--- src/rtl/floor_request_module_if.sv ---
// Bus bundle for floor_request_module: raw buttons, serve/ack inputs,
// and the registered request outputs offered to the elevator controller.
interface floor_request_module_if #(
    parameter int NUM_FLOORS = 4
);
    logic [NUM_FLOORS-1:0] bt_floor;
    logic                  req_ack;
    logic [NUM_FLOORS-1:0] floor_served;
    logic [NUM_FLOORS-1:0] memory_address_buffer;
    logic [NUM_FLOORS-1:0] pending;
    logic [NUM_FLOORS-1:0] ctrl_load;
    logic                  req_valid;

    modport master (
        output bt_floor, req_ack, floor_served,
        input  memory_address_buffer, pending, ctrl_load, req_valid
    );

    modport slave (
        input  bt_floor, req_ack, floor_served,
        output memory_address_buffer, pending, ctrl_load, req_valid
    );
endinterface

--- src/rtl/floor_request_module.sv ---
// Floor button synchronizer/debouncer, pending-request mask and one-hot request arbiter.
// Define FLOOR_RR_ARB_EN for round-robin selection; default is fixed lowest-index priority.
module floor_request_module #(
    parameter int NUM_FLOORS      = 4,
    parameter int DEBOUNCE_CYCLES = 16
) (
    input  logic                   clk,
    input  logic                   rst_n,
    floor_request_module_if.slave  bus
);
    localparam int CW = $clog2(DEBOUNCE_CYCLES);
    localparam int PW = $clog2(NUM_FLOORS);
    localparam logic [CW-1:0] CNT_LAST = CW'(DEBOUNCE_CYCLES - 1);

    typedef enum logic [1:0] {IDLE, OFFER, BUSY} state_t;

    logic [NUM_FLOORS-1:0] sync_p0, sync_p1;
    logic [NUM_FLOORS-1:0] level_p2, level_p3;
    logic [CW-1:0]         cnt [NUM_FLOORS];
    logic [NUM_FLOORS-1:0] rise;
    logic [NUM_FLOORS-1:0] pending_q, mab_q;
    logic [NUM_FLOORS-1:0] load_q, load_n;
    logic [NUM_FLOORS-1:0] avail;
    logic                  valid_q, valid_n;
    logic                  hit;
    logic [PW-1:0]         sel;
    state_t                state, state_n;

    function automatic logic is_one_hot(input logic [NUM_FLOORS-1:0] v);
        return (v != '0) && ((v & (v - NUM_FLOORS'(1))) == '0);
    endfunction

`ifdef FLOOR_RR_ARB_EN
    logic [PW-1:0] ptr, ptr_n;

    // Rank each set bit by its upward distance from the slot after the last grant.
    function automatic logic [PW-1:0] pick(input logic [NUM_FLOORS-1:0] v,
                                           input logic [PW-1:0] last);
        int best;
        int dist;
        logic [PW-1:0] idx;
        best = NUM_FLOORS;
        idx  = '0;
        for (int i = 0; i < NUM_FLOORS; i++) begin
            dist = (i - int'(last) - 1 + 2 * NUM_FLOORS) % NUM_FLOORS;
            if (v[i] && dist < best) begin
                best = dist;
                idx  = PW'(i);
            end
        end
        return idx;
    endfunction

    assign sel = pick(avail, ptr);
`else
    function automatic logic [PW-1:0] pick(input logic [NUM_FLOORS-1:0] v);
        logic [PW-1:0] idx;
        idx = '0;
        for (int i = NUM_FLOORS - 1; i >= 0; i--) begin
            if (v[i]) idx = PW'(i);
        end
        return idx;
    endfunction

    assign sel = pick(avail);
`endif

    // Stages p0/p1: metastability synchronizer; p2: debounced level; p3: delayed level for edge detect
    always_ff @(posedge clk or negedge rst_n) begin
        if (!rst_n) begin
            sync_p0  <= '0;
            sync_p1  <= '0;
            level_p2 <= '0;
            level_p3 <= '0;
            for (int i = 0; i < NUM_FLOORS; i++) cnt[i] <= '0;
        end else begin
            sync_p0  <= bus.bt_floor;
            sync_p1  <= sync_p0;
            level_p3 <= level_p2;
            for (int i = 0; i < NUM_FLOORS; i++) begin
                if (sync_p1[i] == level_p2[i]) begin
                    cnt[i] <= '0;
                end else if (cnt[i] == CNT_LAST) begin
                    cnt[i]      <= '0;
                    level_p2[i] <= ~level_p2[i];
                end else begin
                    cnt[i] <= cnt[i] + CW'(1);
                end
            end
        end
    end

    assign rise = level_p2 & ~level_p3;

    // Serve wins over a same-cycle press on the same floor.
    always_ff @(posedge clk or negedge rst_n) begin
        if (!rst_n) begin
            pending_q <= '0;
            mab_q     <= '0;
        end else begin
            pending_q <= (pending_q | rise) & ~bus.floor_served;
            mab_q     <= is_one_hot(level_p2) ? level_p2 : '0;
        end
    end

    assign avail = pending_q & ~bus.floor_served;
    assign hit   = |(bus.floor_served & load_q);

    always_comb begin
        state_n = state;
        load_n  = load_q;
        valid_n = valid_q;
`ifdef FLOOR_RR_ARB_EN
        ptr_n   = ptr;
`endif
        case (state)
            IDLE: begin
                load_n  = '0;
                valid_n = 1'b0;
                if (avail != '0) begin
                    load_n[sel] = 1'b1;
                    valid_n     = 1'b1;
                    state_n     = OFFER;
`ifdef FLOOR_RR_ARB_EN
                    ptr_n       = sel;
`endif
                end
            end
            OFFER: begin
                // A serve on the offered floor withdraws the offer even if acked now.
                if (hit) begin
                    load_n  = '0;
                    valid_n = 1'b0;
                    state_n = IDLE;
                end else if (bus.req_ack) begin
                    valid_n = 1'b0;
                    state_n = BUSY;
                end
            end
            BUSY: begin
                if (hit) begin
                    load_n  = '0;
                    state_n = IDLE;
                end
            end
            default: begin
                load_n  = '0;
                valid_n = 1'b0;
                state_n = IDLE;
            end
        endcase
    end

    always_ff @(posedge clk or negedge rst_n) begin
        if (!rst_n) begin
            state   <= IDLE;
            load_q  <= '0;
            valid_q <= 1'b0;
        end else begin
            state   <= state_n;
            load_q  <= load_n;
            valid_q <= valid_n;
        end
    end

`ifdef FLOOR_RR_ARB_EN
    always_ff @(posedge clk or negedge rst_n) begin
        if (!rst_n) ptr <= '0;
        else        ptr <= ptr_n;
    end
`endif

    assign bus.memory_address_buffer = mab_q;
    assign bus.pending               = pending_q;
    assign bus.ctrl_load             = load_q;
    assign bus.req_valid             = valid_q;
endmodule

--- src/flat_wrapper.sv ---
// flat-port wrapper written by rule: the top's interface ports become plain ports
module floor_request_module_flat 
#(
    parameter int NUM_FLOORS      = 4,
    parameter int DEBOUNCE_CYCLES = 16
)
  (clk, rst_n, bus_bt_floor, bus_req_ack, bus_floor_served, bus_memory_address_buffer, bus_pending, bus_ctrl_load, bus_req_valid);
  floor_request_module_if #(.NUM_FLOORS(NUM_FLOORS)) bus_i ();
  input  logic clk;
  input  logic rst_n;
  input wire logic [$bits(bus_i.bt_floor)-1:0] bus_bt_floor;
  input wire logic [$bits(bus_i.req_ack)-1:0] bus_req_ack;
  input wire logic [$bits(bus_i.floor_served)-1:0] bus_floor_served;
  output wire logic [$bits(bus_i.memory_address_buffer)-1:0] bus_memory_address_buffer;
  output wire logic [$bits(bus_i.pending)-1:0] bus_pending;
  output wire logic [$bits(bus_i.ctrl_load)-1:0] bus_ctrl_load;
  output wire logic [$bits(bus_i.req_valid)-1:0] bus_req_valid;
  assign bus_i.bt_floor = bus_bt_floor;
  assign bus_i.req_ack = bus_req_ack;
  assign bus_i.floor_served = bus_floor_served;
  assign bus_memory_address_buffer = bus_i.memory_address_buffer;
  assign bus_pending = bus_i.pending;
  assign bus_ctrl_load = bus_i.ctrl_load;
  assign bus_req_valid = bus_i.req_valid;
  floor_request_module #(.NUM_FLOORS(NUM_FLOORS), .DEBOUNCE_CYCLES(DEBOUNCE_CYCLES)) u_core (.clk(clk), .rst_n(rst_n), .bus(bus_i));
endmodule
--- config.mk ---
export PLATFORM = sky130hd
export DESIGN_NAME = floor_request_module_flat
export DESIGN_NICKNAME = d
export VERILOG_FILES = /design/src/rtl/floor_request_module_if.sv /design/src/rtl/floor_request_module.sv /design/src/flat_wrapper.sv
export SDC_FILE = /design/constraint.sdc
export NUM_CORES = 1
export LEC_CHECK = 0
export BUFFER_PORTS_ARGS = -buffer_cell sky130_fd_sc_hd__buf_2
export CAP_MARGIN = 15
export CORE_UTILIZATION = 45
export CTS_CLUSTER_DIAMETER = 30
export CTS_CLUSTER_SIZE = 40
export DETAILED_ROUTE_END_ITERATION = 7
export GPL_TIMING_DRIVEN = 0
export HOLD_SLACK_MARGIN = 0.12
export MAX_ROUTING_LAYER = met4
export PLACE_DENSITY = 0.71
export SYNTH_ARGS = -nofsm -noshare
export SYNTH_HDL_FRONTEND = slang
export SYNTH_SLANG_ARGS = --single-unit
--- constraint.sdc ---
create_clock -name clk -period 1.6 [get_ports clk]
set_input_delay 0.32 -clock clk [delete_from_list [all_inputs] [get_ports clk]]
set_output_delay 0.32 -clock clk [all_outputs]
set_load 0.005 [all_outputs]
==> key figures <==
Yosys
  – Post-synth EDFFs: 0
  – Top post-synthesis cells by count: dfrtp_1 (47), a21oi_1 (15), inv_1 (12)
  – Top cells by area, synth: dfrtp_1 (61%), ha_1 (4.6%), a21oi_1 (3.9%)
  – Post-Syn Area: 1913 um^2
  – Most instantiated library cell after synthesis: dfrtp_1
  – FF+latch count, synth: 47
  – Syn avg cell area: 12.42 um^2
  – Warnings from Yosys: 0
  – Mapped Cells: 154
  – Sequential area share after synthesis: 61.48%
  – Ys async rst share: 100.0%
  – Ys flop type: dfrtp_1
  – Area leader, netlist: dfrtp_1
  – Synthesized Nets: 172
  – Synth top area share: 61.48%
  – Synth cell types: 24

Timing
  – Final setup margin: 174.0 ps
  – Clock skew: 6.120 ps
  – Final hold vios: 0
  – Slew @ Worst Pin: 1003 ps
  – Pins Over Slew Limit: 0
  – Maximum clock frequency: 701.3 MHz
  – Min Clock Period, post-route: 1426 ps
  – RSZ-0062 raised after global routing: no
  – Relative slew slack: 33.15%
  – Tcrit/Tclk final: 89.13%
  – Final setup viols: 0
  – Post-route setup TNS: 0 ps

Final layout
  – Layout area overhead: 16.81%
  – Antenna diodes: 0
  – Share of layout cells above drive strength 1: 21.69%
  – Fin nets: 206
  – Final non-filler cell total: 239
  – Final Util: 55.47%

Clock tree
  – Clk Latency, worst-skew pair: 300 ps
  – TritonCTS buffer count: 5
  – TritonCTS clock tree: yes
  – Resize count post-CTS: 0
  – Reg clk slew, reported paths: 90 ps
  – CTS max path bufs: 2
  – CTS H-tree depth: 2
  – Clock root cell: clkbuf_8
  – CTS sink cnt: 47
  – # Post-CTS Setup Buffers: 0

Die
  – Initial core utilization: 47.48%
  – Num ports: 24
  – Die width: 67.20 um
  – Core ar.: 4029 um^2
  – Die height: 67.20 um
  – Row Count: 23
  – Area of the die: 4516 um^2

Outcome
  – Outcome: complete, no violations

Detailed routing
  – Starting DRT DRC Count: 80
  – Drt via density: 5.243
  – DRC viols: 0
  – TritonRoute pass-1 iters: 4
  – DR vias: 1253
  – Post-Route WL: 3.296 mm
  – WL per Instance: 13.79 um
  – Routed Antenna Nets: 0

GRT
  – Grt ovf: 0
  – Tot GR Track Use: 18.27%
  – Global-route wire length before repair: 5.768 mm
  – Largest net degree at the start of global routing: 48
  – Initial antenna violation count: 0
  – Vias in the first global route: 1297

Setup path
  – Startpoint Class: register
  – Max Fanout on Critical Path: 4
  – WS Path Type: register to register
  – CP max stage delay: 410 ps
  – WP data arrival: 1610 ps
  – Internal reg-to-reg setup slack: 170 ps
  – Crit. End Element: register
  – Worst reg2reg path startpoint: u_core.bus.ctrl_load[2]
  – Worst path top cell family by delay: flip-flops
  – Crit-path cells: a22oi_1 -> and2_4 -> nand2_4 -> mux2_4
  – WP data required: 1790 ps
  – Crit path buf inv count: 0
  – Crit path max-delay cell type: dfrtp_1
  – R2R Path End: u_core.bus.ctrl_load[3]
  – R2R depth: 4

Min path
  – HP Class: input pin to asynchronous set/reset pin

Placed design
  – Final HPWL DP: 2.336 mm
  – Post-Place Cells: 227
  – Port bufs: 23
  – GPL Wtd Cong: 0.8092
  – Worst slack at placement: 136.0 ps

Power
  – Leak pwr: 1.082 nW
  – Peak VDD IR: 0.0006640 V
  – PD cells: 996.8 nW/um^2

Run
  – Max Cap Violations: 0
==> stage by stage <==
stage / total power (W) / hold slack (ps) / cell area, um^2
after CTS: 0.002252 / 189.8 / 2235
after floorplan: 0.001400 / 24.41 / 1913
after detailed placement: 0.001472 / 334.7 / 2091
after global placement: 0.001458 / 333.7 / 2091
after global routing: 0.002349 / 187.2 / 2235
final: 0.002228 / 186.5 / 2235
==> cell usage in the layout, fill, tap and decap left out <==
cell,n
a21oi_1,15
a22oi_1,2
and2_4,1
buf_2,23
clkbuf_8,7
clkinvlp_4,1
dfrtp_1,47
dlygate4sd3_1,4
ha_1,7
inv_1,12
mux2_2,4
mux2_4,4
mux2i_1,1
nand2_1,3
nand2_4,1
nand2b_1,4
nand3_1,6
nand4_1,1
nand4b_1,4
nor2_1,11
nor2b_1,6
nor3b_1,5
nor4b_1,4
o2111ai_1,1
o211ai_1,2
o21ai_0,4
or3_1,1
xnor2_1,8
==> power breakdown <==
part           switching (W)  internal, W  leakage (nW)  total (W)
logic               0.000109    0.0000833         0.404   0.000192
clock network       0.000380     0.000393        0.0505   0.000773
registers          0.0000351      0.00123         0.628    0.00126
==> registers in the layout, indices dropped and copies added (netlist names) <==
register	count
u_core.bus.ctrl_load	4
u_core.bus.memory_address_buffer	4
u_core.sync_p1	4
u_core.sync_p0	4
u_core.level_p3	4
u_core.level_p2	4
u_core.state	2
u_core.bus.pending	4
u_core.cnt	16
u_core.bus.req_valid	1
==> repair_timing <==
action	4_1_cts	5_1_grt
hold endpoints to repair	4	0
endpoints found under the setup margin	0	0
hold buffers	4	0
==> cells by family after synthesis <==
group           synth area share, %
compound gates                6.998
xor+xnor                      3.663
fa+ha+maj                     4.578
buf+inv                       2.354
flops                         61.48
mux                           6.017
simple gates                  14.91
==> per-layer routing <==
layer	GRT usage (%)	wire length, um	part of all wire, %	up-vias
met5	-	0	0	-
met4	9.574	67	2.0	0
met3	5.743	138	4.2	8
met2	27.00	1664	50	28
met1	22.37	1427	43	617
li1	-	-	-	600
==> worst max path at each step <==
stage	startpoint	end	slack, ps	cells past startpoint
final	u_core.bus.ctrl_load[2]	u_core.bus.ctrl_load[3]	170	4
after global placement	bus_floor_served[2]	u_core.bus.ctrl_load[1]	190	5
after detailed placement	bus_floor_served[2]	u_core.bus.ctrl_load[3]	140	5
after floorplan	u_core.bus.ctrl_load[2]	u_core.bus.ctrl_load[0]	330	4
after CTS	u_core.bus.ctrl_load[2]	u_core.bus.ctrl_load[3]	160	4
after global routing	u_core.state[1]	u_core.state[1]	80	5
==> cell type report <==
type,count,area [um^2]
Fill cell,361,1794
Clock inverter,1,7.507
Clock buffer,7,96.34
Timing Repair Buffer,27,155.1
Tap cell,50,62.56
Inverter,12,45.04
Multi-Input combinational cell,95,691.9
Sequential cell,47,1176
No activity file was read; power rests on OpenSTA's default activity.
